`config.mk`:
```
export PLATFORM = sky130hd
export DESIGN_NAME = uart_rx_fifo_receiver
export DESIGN_NICKNAME = d
export VERILOG_FILES = /design/src/rtl/uart_rx_fifo_receiver.sv
export SDC_FILE = /design/constraint.sdc
export NUM_CORES = 1
export LEC_CHECK = 0
export ABC_AREA = 1
export CAP_MARGIN = 30
export CORE_MARGIN = 3
export CORE_UTILIZATION = 35
export DETAILED_ROUTE_END_ITERATION = 12
export PLACE_DENSITY = 0.58
export SETUP_SLACK_MARGIN = 0.02
export SYNTH_ARGS = -nofsm -noshare
export SYNTH_HDL_FRONTEND = slang
export SYNTH_SLANG_ARGS = --single-unit
```
`constraint.sdc`:
```
create_clock -name clk -period 4.6 [get_ports clk]
set_input_delay 0.69 -clock clk [delete_from_list [all_inputs] [get_ports clk]]
set_output_delay 0.69 -clock clk [all_outputs]
set_load 0.02 [all_outputs]
```
`src/rtl/uart_rx_fifo_receiver.sv`:
```
// UART receiver on the system clock: synchronizer, 3-sample majority vote per bit,
// optional parity / stop checking, and a show-ahead FIFO of {data, perr, ferr}.
module uart_rx_fifo_receiver #(
    parameter int DIV        = 5208,
    parameter int DATA_BITS  = 8,
    parameter int PARITY     = 0,
    parameter int STOP_BITS  = 1,
    parameter int FIFO_DEPTH = 4
) (
    input  logic                          clk,
    input  logic                          reset,
    input  logic                          UART_RX,
    input  logic                          RX_RD,
    input  logic                          CLR_OVR,
    output logic [DATA_BITS-1:0]          RX_DATA,
    output logic                          RX_PERR,
    output logic                          RX_FERR,
    output logic                          RX_STATUS,
    output logic [$clog2(FIFO_DEPTH):0]   RX_COUNT,
    output logic                          OVERRUN
);
    localparam int CW   = $clog2(DIV);
    localparam int M    = DIV / 2;
    localparam int BW   = (DATA_BITS > 1) ? $clog2(DATA_BITS) : 1;
    localparam int AW   = $clog2(FIFO_DEPTH);
    localparam int NW   = AW + 1;
    localparam int EW   = DATA_BITS + 2;

    typedef enum logic [2:0] {IDLE, START, DATA, PAR, STOP} state_t;

    state_t               state, state_nxt;
    logic [CW-1:0]        cnt, cnt_nxt;
    logic [BW-1:0]        bit_idx, bit_nxt;
    logic                 stop_idx, stop_nxt;
    logic [DATA_BITS-1:0] shreg, shreg_nxt;
    logic                 perr, perr_nxt, ferr, ferr_nxt;
    logic                 sync0, sync1, rx_prev;
    logic                 samp_a, samp_b;
    logic                 fall, vote, at_mid, at_end, push;

    always_ff @(posedge clk or posedge reset) begin
        if (reset) begin
            sync0   <= 1'b1;
            sync1   <= 1'b1;
            rx_prev <= 1'b1;
        end else begin
            sync0   <= UART_RX;
            sync1   <= sync0;
            rx_prev <= sync1;
        end
    end

    assign fall   = rx_prev & ~sync1;
    assign at_mid = (cnt == CW'(M + 1));
    assign at_end = (cnt == CW'(DIV - 1));
    // Third sample is the live synchronized line at cnt = M+1.
    assign vote   = (samp_a & samp_b) | (samp_a & sync1) | (samp_b & sync1);

    always_ff @(posedge clk or posedge reset) begin
        if (reset) begin
            state    <= IDLE;
            cnt      <= '0;
            bit_idx  <= '0;
            stop_idx <= 1'b0;
            shreg    <= '0;
            perr     <= 1'b0;
            ferr     <= 1'b0;
            samp_a   <= 1'b1;
            samp_b   <= 1'b1;
        end else begin
            state    <= state_nxt;
            cnt      <= cnt_nxt;
            bit_idx  <= bit_nxt;
            stop_idx <= stop_nxt;
            shreg    <= shreg_nxt;
            perr     <= perr_nxt;
            ferr     <= ferr_nxt;
            if (cnt == CW'(M - 1)) samp_a <= sync1;
            if (cnt == CW'(M))     samp_b <= sync1;
        end
    end

    always_comb begin
        state_nxt = state;
        cnt_nxt   = cnt + 1'b1;
        bit_nxt   = bit_idx;
        stop_nxt  = stop_idx;
        shreg_nxt = shreg;
        perr_nxt  = perr;
        ferr_nxt  = ferr;
        push      = 1'b0;
        case (state)
            IDLE: begin
                cnt_nxt = '0;
                if (fall) begin
                    state_nxt = START;
                    perr_nxt  = 1'b0;
                    ferr_nxt  = 1'b0;
                end
            end
            START: begin
                if (at_mid && vote) begin
                    state_nxt = IDLE;
                    cnt_nxt   = '0;
                end else if (at_end) begin
                    state_nxt = DATA;
                    cnt_nxt   = '0;
                    bit_nxt   = '0;
                end
            end
            DATA: begin
                if (at_mid) shreg_nxt = {vote, shreg[DATA_BITS-1:1]};
                if (at_end) begin
                    cnt_nxt = '0;
                    if (bit_idx == BW'(DATA_BITS - 1)) begin
                        state_nxt = (PARITY != 0) ? PAR : STOP;
                        stop_nxt  = 1'b0;
                    end else begin
                        bit_nxt = bit_idx + 1'b1;
                    end
                end
            end
            PAR: begin
                if (at_mid) perr_nxt = vote ^ (^shreg) ^ (PARITY == 1);
                if (at_end) begin
                    state_nxt = STOP;
                    cnt_nxt   = '0;
                    stop_nxt  = 1'b0;
                end
            end
            STOP: begin
                if (at_mid) begin
                    if (!vote) ferr_nxt = 1'b1;
                    // Push mid-way through the last stop bit so the next start edge is not missed.
                    if (stop_idx == 1'(STOP_BITS - 1)) begin
                        push      = 1'b1;
                        state_nxt = IDLE;
                        cnt_nxt   = '0;
                    end
                end else if (at_end) begin
                    cnt_nxt  = '0;
                    stop_nxt = 1'b1;
                end
            end
            default: begin
                state_nxt = IDLE;
                cnt_nxt   = '0;
            end
        endcase
    end

    logic [EW-1:0] mem [FIFO_DEPTH];
    logic [AW-1:0] wr_ptr, rd_ptr;
    logic [NW-1:0] count;
    logic          full, empty, pop_ok, push_ok, drop;
    logic [EW-1:0] push_word, head;

    assign full      = (count == NW'(FIFO_DEPTH));
    assign empty     = (count == '0);
    assign pop_ok    = RX_RD & ~empty;
    assign push_ok   = push & (~full | pop_ok);
    assign drop      = push & full & ~pop_ok;
    assign push_word = {shreg, perr, ferr | ~vote};

    always_ff @(posedge clk) begin
        if (push_ok) mem[wr_ptr] <= push_word;
    end

    always_ff @(posedge clk or posedge reset) begin
        if (reset) begin
            wr_ptr  <= '0;
            rd_ptr  <= '0;
            count   <= '0;
            OVERRUN <= 1'b0;
        end else begin
            if (push_ok) wr_ptr <= wr_ptr + 1'b1;
            if (pop_ok)  rd_ptr <= rd_ptr + 1'b1;
            case ({push_ok, pop_ok})
                2'b10:   count <= count + 1'b1;
                2'b01:   count <= count - 1'b1;
                default: count <= count;
            endcase
            // A drop in the same cycle as a clear wins.
            if (drop)         OVERRUN <= 1'b1;
            else if (CLR_OVR) OVERRUN <= 1'b0;
        end
    end

    assign head      = mem[rd_ptr];
    assign RX_STATUS = ~empty;
    assign RX_COUNT  = count;
    assign RX_DATA   = empty ? '0 : head[EW-1:2];
    assign RX_PERR   = (PARITY != 0) ? (head[1] & ~empty) : 1'b0;
    assign RX_FERR   = head[0] & ~empty;

endmodule

```
After elaboration in Yosys (flattened, before gate mapping)
Memories as Yosys holds them, arrays and structs flattened.
Cells that the tools add are included.
W data, S select, Z words.

cells by class
  order comparisons = 0
  muxes and demuxes = 40
  multiply operators = 0
  reductions and logical operators = 17
  bitwise logic cells = 19
  shifts and indexed selects = 0
  eq/ne operators = 26
  add/subtract/negate cells = 6
  divide/modulo/power cells = 0

operators with widths
  operator                 number
  $mux W13                 4
  $eq A13 B12 Y1 const B   3
  $pmux W13 S3             1
  $mux W3                  12
  $ne A2 B2 Y1 const B     13
  $mux W1                  16
  $pmux W3 S5              1
  $add A13 B1 Y13 const B  1
  $eq A13 B13 Y1 const B   1
  $pmux W3 S2              2
  $reduce_bool A2 Y1       5
  $and A1 B1 Y1            9
  $eq A3 B3 Y1 const B     3
  $mux W8                  1
  $reduce_xor A8 Y1        1
  $reduce_and A7 Y1        1
  $add A3 B1 Y3 const B    2
  $eq A3 B2 Y1 const B     2
  $logic_not A3 Y1         2
  $reduce_and A6 Y1        1
  $not A1 Y1               5
  $reduce_and A5 Y1        1
  $add A2 B1 Y2 const B    2
  $or A1 B1 Y1             4
  other kinds (14)         15

storage, ports and cells
  input port bits = 5
  RAM bits = 40
  register bits = 43
  memory bits (read-only) = 0
  memories kept = 1
  bits in latches = 0
  output and inout port bits = 15

memories
  memory  depth  bits a word  read ports  clocked after Yosys merged registers in  write ports  RTL line  source
  mem     4      10           1           0                                        1            152       logic [EW-1:0] mem [FIFO_DEPTH];

Logic depth before layout (Yosys ltp)
Gate-level depths: netlist of the first run.

  depth after elaboration = 7
  gate-level depth with buffers = 13
  mapped depth without buffers = 13

Worst setup path after synthesis of the first run
OpenSTA, ideal clock, no wires.

  path type = register to register
  start point = reg count[0] (netlist: RX_COUNT[0])
  end point = reg count[2] (netlist: RX_COUNT[2])
  path slack = 2314 ps
  data arrival time = 2156 ps
  library setup time = 131 ps
  cell stages (with the launch flop) = 11
  data required time = 4469 ps
  cell sequence = dfrtp_1 -> nor2_1 -> nand2_1 -> clkinv_1 -> nor2_1 -> ha_1 -> inv_1 -> fa_1 -> a21oi_1 -> o21ai_0 -> xor2_1

on the way
  cells in the longest elaborated chain, start to end = 7

RTL lines
  element                                            RTL line  source
  from (decl)                                        154       logic [NW-1:0] count;
  from (signal assigned)                             179       2'b10: count <= count + 1'b1;
  from (signal assigned)                             180       2'b01: count <= count - 1'b1;
  from (signal assigned)                             181       default: count <= count;
  $logic_not A3 Y1 *                                 159       assign empty = (count == '0);
  $not A1 Y1 *                                       n/a
  named net RX_STATUS                                18        output logic RX_STATUS,
  $and A1 B1 Y1 *                                    160       assign pop_ok = RX_RD & ~empty;
  named net pop_ok                                   155       logic full, empty, pop_ok, push_ok, drop;
  $or A1 B1 Y1                                       161       assign push_ok = push & (~full | pop_ok);
  $and A1 B1 Y1                                      161
  $eq A2 B1 Y1 or $eq A2 B2 Y1 (tied branches)       178       case ({push_ok, pop_ok})
  $pmux W3 S2 or $reduce_bool A2 Y1 (tied branches)  n/a

The timed path passes the listed nets; every way through them passes the cells marked *.
A chain may end at the register's enable or synchronous reset.

Final worst setup path of the first run
  start point = reg rd_ptr[0]
  end point = out RX_DATA[4]

on the way
  cells in the longest elaborated chain, start to end = 2

RTL lines
  element                 RTL line  source
  from (decl)             153       logic [AW-1:0] wr_ptr, rd_ptr;
  from (signal assigned)  177       if (pop_ok) rd_ptr <= rd_ptr + 1'b1;
  $mem_v2 Z4 W10          n/a
  $mux W8                 192       assign RX_DATA = empty ? '0 : head[EW-1:2];
  to (decl)               15        output logic [DATA_BITS-1:0] RX_DATA,

Every way passes these cells.

==> results of run 1 <==
## power by group through the flow
| stage | Sequential [W] | Combinational (W) | Clock [W] |
|---|---|---|---|
| 5_1_grt | 0.000885 | 0.000911 | 0.000761 |
| 2_1_floorplan | 0.000849 | 0.000598 | 0 |
| 3_3_place_gp | 0.000879 | 0.000811 | 0 |
| 6_report | 0.000869 | 0.000824 | 0.000711 |
| 4_1_cts | 0.000870 | 0.000829 | 0.000732 |
| 3_5_place_dp | 0.000883 | 0.000825 | 0 |
## sequential cells by signal, indices dropped and copies added, names as in the netlist, 2 cells and up
signal,cells
wr_ptr,2
rd_ptr,2
shreg,8
bit_idx,3
mem,36
state,3
cnt,13
RX_COUNT,3
## per-stage QoR
| step | cell area [um2] | setup slack (ns) | hold slack, ns | total power (W) | cells |
|---|---|---|---|---|---|
| 3_3_place_gp | 4300 | 1.93 | 0.346 | 0.00169 | 607 |
| 6_report | 4600 | 1.58 | 0.355 | 0.00240 | 623 |
| 5_1_grt | 4600 | 1.36 | 0.363 | 0.00256 | 623 |
| 2_1_floorplan | 4010 | 2.31 | 0.345 | 0.00145 | 460 |
| 4_1_cts | 4600 | 1.53 | 0.358 | 0.00243 | 623 |
| 3_5_place_dp | 4300 | 1.91 | 0.349 | 0.00171 | 607 |
## layout make-up
type,instances,area (um2)
repair buffers,19,188
multi-input cells,319,1600
clock buffers,10,229
inverters,51,194
fillers,1108,6430
well taps,140,175
flip-flops and latches,78,2140
clock inverters,6,70.1
## cells in the final DEF (no fill, tap or decap), types with 2 or more instances in the layout
cell type and instances:
inv_2 7, clkinv_1 3, o21ai_0 30, a21oi_1 14, ha_1 10, dfstp_2 5
nand2_2 3, clkbuf_16 9, o21ai_1 3, nand2_1 97, nor2_4 3, inv_6 2
nand3_1 46, nand4_1 14, xor2_1 6, dfrtp_1 37, nor2_1 69, nand3_2 2
edfxtp_1 36, o211ai_1 2, clkinvlp_4 3, inv_1 40, clkdlybuf4s50_1 18, nor3_1 5
a31oi_1 2, nor2_2 2
## worst min path at each step
stage | from | to | slack, ns | cells after the start
floorplan | sync0 | sync1 | 0.35 | 0
global placement | sync0 | sync1 | 0.35 | 0
detailed placement | sync0 | sync1 | 0.35 | 0
CTS | sync0 | sync1 | 0.36 | 0
global route | sync0 | sync1 | 0.36 | 0
finish | sync0 | sync1 | 0.36 | 0
## metal layers
metal | vias up | routed length, um
met4 | 0 | 83
met3 | 9 | 340
li1 | 1555 | -
met2 | 59 | 3960
met5 | - | 0
met1 | 1389 | 3690
## cells by family (layout without fill, tap and decap cells)
kind of cell | after synthesis | after routing | synth area share
other | 1 | 1 | 0.000935
AND/OR/NAND/NOR | 245 | 245 | 0.273
adder cells (fa/ha/maj) | 11 | 11 | 0.0362
buffers and inverters | 63 | 86 | 0.0668
flip-flops | 78 | 78 | 0.533
AO/OA/AOI/OAI | 55 | 55 | 0.0749
XOR/XNOR | 7 | 7 | 0.0153
==> out/results.ini, run 1 <==
[worst_setup_path]
crit_type = reg -> out
cp_top_family = buffers and inverters
startpoint_type = register
crit_start = rd_ptr[0]
cp_slowest_cell = clkdlybuf4s50_1
cp_num_cells = 4
rr_startpoint = state[0]
path_buf_inv = 2
critical-path-max-stage-delay_ns = 0.63
critical_path.endpoint = RX_DATA[4]
end_kind = primary output
r2r_slack_ns = 2.01
crit_required_ns = 3.91
reg2reg_to = mem[0][6]
critPathMaxFanout = 21
crit_chain = inv_1, o21ai_0, a21oi_1, clkdlybuf4s50_1
cp.arrival_ns = 2.33
reg2reg_depth = 7

[synthesis]
yosysMostFrequentCell = nand2_1
ys_top_cells_by_area = edfxtp_1 (27%), dfrtp_1 (23%), nand2_1 (9.1%), nor2_1 (6.5%), nand3_1 (5.7%)
synthesis.nets = 476
yosysWarnings = 0
synthTopCellsByCount = nand2_1 (97), nor2_1 (69), nand3_1 (46)
synth_cell_types = 38
synth_edf_count = 36
syn_area_per_cell_um2 = 8.72
ys_seq_area_frac = 0.533
synthFlopType = dfrtp_1
synthArstFlopShare = 0.538
yosysTopAreaCell = edfxtp_1
syn_area_mm2 = 0.00401
netlist_instances = 460
netlist.area_leader.share = 0.270
ys_seq_elements = 78

[power]
peakVddDrop_mv = 0.298
swShare = 0.368
p_clk_frac = 0.296
p_sw_w = 0.000884
power_density_mw_per_mm2 = 523
comb_power_share = 0.343
internal_power_w = 0.00152
p_seq_frac = 0.362
leakage_nw = 1.99

[route]
drtAntennaViolNets = 0
routedWlPerCell_um = 13.0
via_per_inst = 4.83
first_pass_iters = 5
drt_iter0_drc = 286
drc = 0
vias = 3012
routed_wirelength_um = 8080

[global_routing]
grt_max_degree = 43
grt_pass1_vias = 2874
grt.overflow.total = 0
grt_usage = 0.132
met2_usage = 0.218
antenna_found_initial = 0
grt_first_pass_wirelength_um = 13600
globalRoute.busiestLayer = met2
grt_util_met1 = 0.167
met3_usage = 0.0412

[cts]
clk_pin_slew_worst_paths_ns = 0.06
cts_buffers = 9
cts-resized-gates = 0
ctsHoldBuffers = 0
clk_path_buf_depth = 2
htree_num_levels = 3
clock_sinks = 78
cts_setup_buffers = 0
cts_tree = yes
clockRootBuffer = clkbuf_16
insertion_delay_ns = 0.34

[die]
core_mm2 = 0.0110
initial_core_util = 0.364
die_y_um = 113
fp-row-count = 38
fp.dieArea_mm2 = 0.0128
io_pins = 20
die_w_um = 113

[timing]
rsz0062_at_grt = false
hold_violations = 0
clock_skew_ns = 0.00672
worst_slew_pin_slew_ns = 1.02
min_period_ns = 3.02
period_share = 0.656
relSlewSlack = 0.319
slew_violations = 0
fmax_mhz = 331
setup_violations = 0
tns_ns = 0

[placement]
gp_congestion = 0.855
dp_hpwl_um = 5830
port_buffers = 18

[run_status]
outcome = complete, no violations

[worst_hold_path]
hp-class = reg -> reg

[job]
drv_cap = 0

[layout]
final_layout_size_suffix_gt1_frac = 0.0911
diodes = 0
area_growth_pct = 14.7
nets = 494
final_util = 0.417

No activity file was read; power rests on OpenSTA's default activity.
==> inputs of run 2 (changes only) <==
- clock period: 4.6 -> 3.1 ns (I/O delays scaled with it)
==> out/results.ini, run 2 (synthesis results as in run 1) <==
[power]
peakVddDrop_mv = 0.369
power_density_mw_per_mm2 = 763
leakage_nw = 2.03

[die]
initial_core_util = 0.364
fp.dieArea_mm2 = 0.0128
core_mm2 = 0.0110
io_pins = 20
die_w_um = 113
die_y_um = 113
fp-row-count = 38

[timing]
tns_ns = 0
rsz0062_at_grt = false
period_share = 0.889
relSlewSlack = 0.491
clock_skew_ns = 0.00705
fmax_mhz = 363
setup_violations = 0
hold_violations = 0
worst_slew_pin_slew_ns = 0.759
min_period_ns = 2.76
slew_violations = 0

[worst_setup_path]
reg2reg_depth = 8
reg2reg_to = mem[2][9]
critPathMaxFanout = 10
crit_start = rd_ptr[1]
critical-path-max-stage-delay_ns = 0.62
cp.arrival_ns = 2.29
crit_required_ns = 2.63
rr_startpoint = cnt[1]
crit_chain = clkinv_1, nor2_1, o21ai_0, a21oi_1, clkdlybuf4s50_1
crit_type = reg -> out
end_kind = primary output
cp_slowest_cell = clkdlybuf4s50_1
critical_path.endpoint = RX_DATA[1]
r2r_slack_ns = 0.77
startpoint_type = register

[worst_hold_path]
hp-class = reg -> reg

[route]
drtAntennaViolNets = 0
routed_wirelength_um = 8580
vias = 3077
drc = 0
first_pass_iters = 4
routedWlPerCell_um = 13.6
via_per_inst = 4.88
drt_iter0_drc = 179

[layout]
final_design_area_no_fill_mm2 = 0.00463
largest_register_ffs = 36
final_layout_size_suffix_gt1_frac = 0.106
area_growth_pct = 15.5
final_common_cell = nand2_1
regMostFlops = mem
largest_registers = mem x36, cnt x13, shreg x8
layout_common_cells = nand2_1 (97), nor2_1 (69), nand3_1 (46)
nets = 502
diodes = 0

[global_routing]
grt.overflow.total = 0
grt_max_degree = 21
grt_first_pass_wirelength_um = 14900
grt_pass1_vias = 3106
antenna_found_initial = 0
grt_usage = 0.143

[cts]
cts_tree = yes
insertion_delay_ns = 0.33
clk_pin_slew_worst_paths_ns = 0.06
clockRootBuffer = clkbuf_16
ctsHoldBuffers = 0
clock_sinks = 78
cts_buffers = 9
htree_num_levels = 3
cts-resized-gates = 0
cts_setup_buffers = 0
clk_path_buf_depth = 2

[placement]
place_area_mm2 = 0.00436
port_buffers = 18
dp_hpwl_um = 6160
gp_congestion = 0.830

[job]
drv_cap = 0

[run_status]
outcome = complete, no violations

## run 2: cell types whose count changed in the layout (fill, tap and decap cells not counted), sizes merged
cell    previous run  this run
buf                1         9
clkinv             3         5
bufinv             1         0
clkbuf            10         9
## run 2: per-layer routing
metal / track usage / wire length, um
met5: 0 / 0
met4: 0.0417 / 55
met3: 0.0353 / 288
met2: 0.248 / 4310
met1: 0.177 / 3930
## run 2: critical path, delay by kind of cell, from the launching register on
kind / cells / cell delay, ns
simple gates: 1 / 0.18
flops: 1 / 0.53
buf+inv: 2 / 0.97
compound gates: 2 / 0.27
## run 2: layout make-up
type	instances	area [um2]
Fill cell	1101	6400
Sequential cell	78	2140
Multi-Input combinational cell	319	1600
Timing Repair Buffer	27	248
Clock buffer	9	225
Inverter	51	194
Tap cell	140	175
Clock inverter	7	48.8
## run 2: through the flow
step / util / hold WS [ns] / cells / power [W] / setup WS (ns)
6_report: 0.420 / 0.357 / 631 / 0.00353 / 0.343
5_1_grt: 0.420 / 0.368 / 631 / 0.00379 / 0.134
4_1_cts: 0.420 / 0.360 / 631 / 0.00358 / 0.381
3_5_place_dp: 0.395 / 0.351 / 615 / 0.00258 / 0.677
3_3_place_gp: 0.395 / 0.347 / 615 / 0.00257 / 0.711
2_1_floorplan: - / 0.345 / 460 / 0.00215 / 0.814
## run 2: worst min path at each step
stage	start	cells after the start	slack [ns]	endpoint
5_1_grt	sync0	0	0.37	sync1
4_1_cts	sync0	0	0.36	sync1
2_1_floorplan	sync0	0	0.35	sync1
3_5_place_dp	sync0	0	0.35	sync1
6_report	sync0	0	0.36	sync1
3_3_place_gp	sync0	0	0.35	sync1
## run 2: report_power, final
part / internal [W] / switching, W
sequential: 0.00116 / 0.000103
combinational: 0.000494 / 0.000800
clock: 0.000543 / 0.000430
==> inputs of run 3 (changes only) <==
- CORE_UTILIZATION: 35 -> 54
- CTS_CLUSTER_DIAMETER: unset -> 80
- PLACE_DENSITY: 0.58 -> 0.8
==> out/results.ini, run 3 (synthesis results as in run 1) <==
[cts]
clock_sinks = 78
ctsHoldBuffers = 0
clockRootBuffer = clkbuf_8
htree_num_levels = 3
clk_pin_slew_worst_paths_ns = 0.09
clk_path_buf_depth = 2
cts_buffers = 9
cts_tree = yes
insertion_delay_ns = 0.35
cts_setup_buffers = 0
cts-resized-gates = 0

[layout]
area_growth_pct = 12.6
final_common_cell = nand2_1
regMostFlops = mem
instances_no_fill = 588
layout_common_cells = nand2_1 (97), nor2_1 (69), nand3_1 (46)
largest_registers = mem x36, cnt x13, shreg x8
diodes = 0
largest_register_ffs = 36
nets = 503
final_layout_size_suffix_gt1_frac = 0.110
final_design_area_no_fill_mm2 = 0.00452

[worst_setup_path]
cp.arrival_ns = 2.41
crit_required_ns = 2.63
r2r_slack_ns = 0.83
startpoint_type = register
end_kind = primary output
critPathMaxFanout = 10
crit_type = reg -> out

[die]
die_w_um = 92.2
initial_core_util = 0.574
fp-row-count = 30
io_pins = 20
die_y_um = 92.2
core_mm2 = 0.00698
fp.dieArea_mm2 = 0.00850

[global_routing]
grt_util_met1 = 0.258
grt_max_degree = 26
antenna_found_initial = 0
met2_usage = 0.363
met3_usage = 0.0336
globalRoute.busiestLayer = met2
grt_pass1_vias = 3068
grt_first_pass_wirelength_um = 14000
grt_usage = 0.208
grt.overflow.total = 0

[placement]
gp_congestion = 0.974
port_buffers = 18
dpl_worst_slack_ns = 0.647
dp_hpwl_um = 5810
dp.cells = 572
place_area_mm2 = 0.00431

[route]
drc = 0
drt_iter0_drc = 174
routed_wirelength_um = 8300
vias = 3129
routedWlPerCell_um = 14.1
via_per_inst = 5.32
drtAntennaViolNets = 0
first_pass_iters = 4

[power]
leakage_nw = 2.00
power_w = 0.00336
peakVddDrop_mv = 0.420
power_density_mw_per_mm2 = 744

[timing]
setup_violations = 0
period_share = 0.928
tns_ns = 0
rsz0062_at_grt = false
final.setup.worst_slack_ns = 0.223
clock_skew_ns = 0.00914
relSlewSlack = 0.511
worst_slew_pin_slew_ns = 0.730
min_period_ns = 2.88
hold_violations = 0
fmax_mhz = 348
slew_violations = 0

[job]
drv_cap = 0

[worst_hold_path]
hp-class = reg -> reg

[run_status]
outcome = complete, no violations

[run 3: cell type report]
cell class,count,area [um2]
clock buffer,9,124
sequential,78,2140
inverter,51,194
tap,96,120
fill,582,2460
clock inverter,7,81.3
multi-input combinational,319,1600
timing repair buffer,28,255
[run 3: worst paths after layout]
kind                            cells past startpoint        start           to
worst min register to register                      0        sync0        sync1
worst max register to register                     10  RX_COUNT[0]  RX_COUNT[2]
worst max-delay path                                5    rd_ptr[1]   RX_DATA[7]
min in group asynchronous                           2        reset      cnt[10]
worst min-delay path                                0        sync0        sync1
max in group asynchronous                           3        reset        sync1
[run 3: worst max-delay path: stages, from the launching register on]
cell             delay [ns]
dfrtp_1                0.54
clkinv_1               0.35
nor2_1                 0.23
o21ai_0                0.13
a21oi_1                0.18
clkdlybuf4s50_1        0.63
[run 3: routing by layer]
metal  vias to the layer above  routed length (um)
li1                       1574                   -
met1                      1444                3510
met2                        96                4180
met3                        15                 425
met4                         0                 179
met5                         -                   0
[run 3: stage by stage]
| step | hold slack (ns) | util |
|---|---|---|
| global placement | 0.347 | 0.618 |
| finish | 0.359 | 0.647 |
| detailed placement | 0.348 | 0.618 |
| CTS | 0.360 | 0.647 |
| global route | 0.364 | 0.647 |
| floorplan | 0.345 | - |
[run 3: report_power, final]
group,switching (W),internal [W],leakage (nW)
combinational,0.000816,0.000500,0.968
clock,0.000408,0.000383,0.0944
sequential,0.0000936,0.00116,0.937
total,0.00132,0.00204,2.00
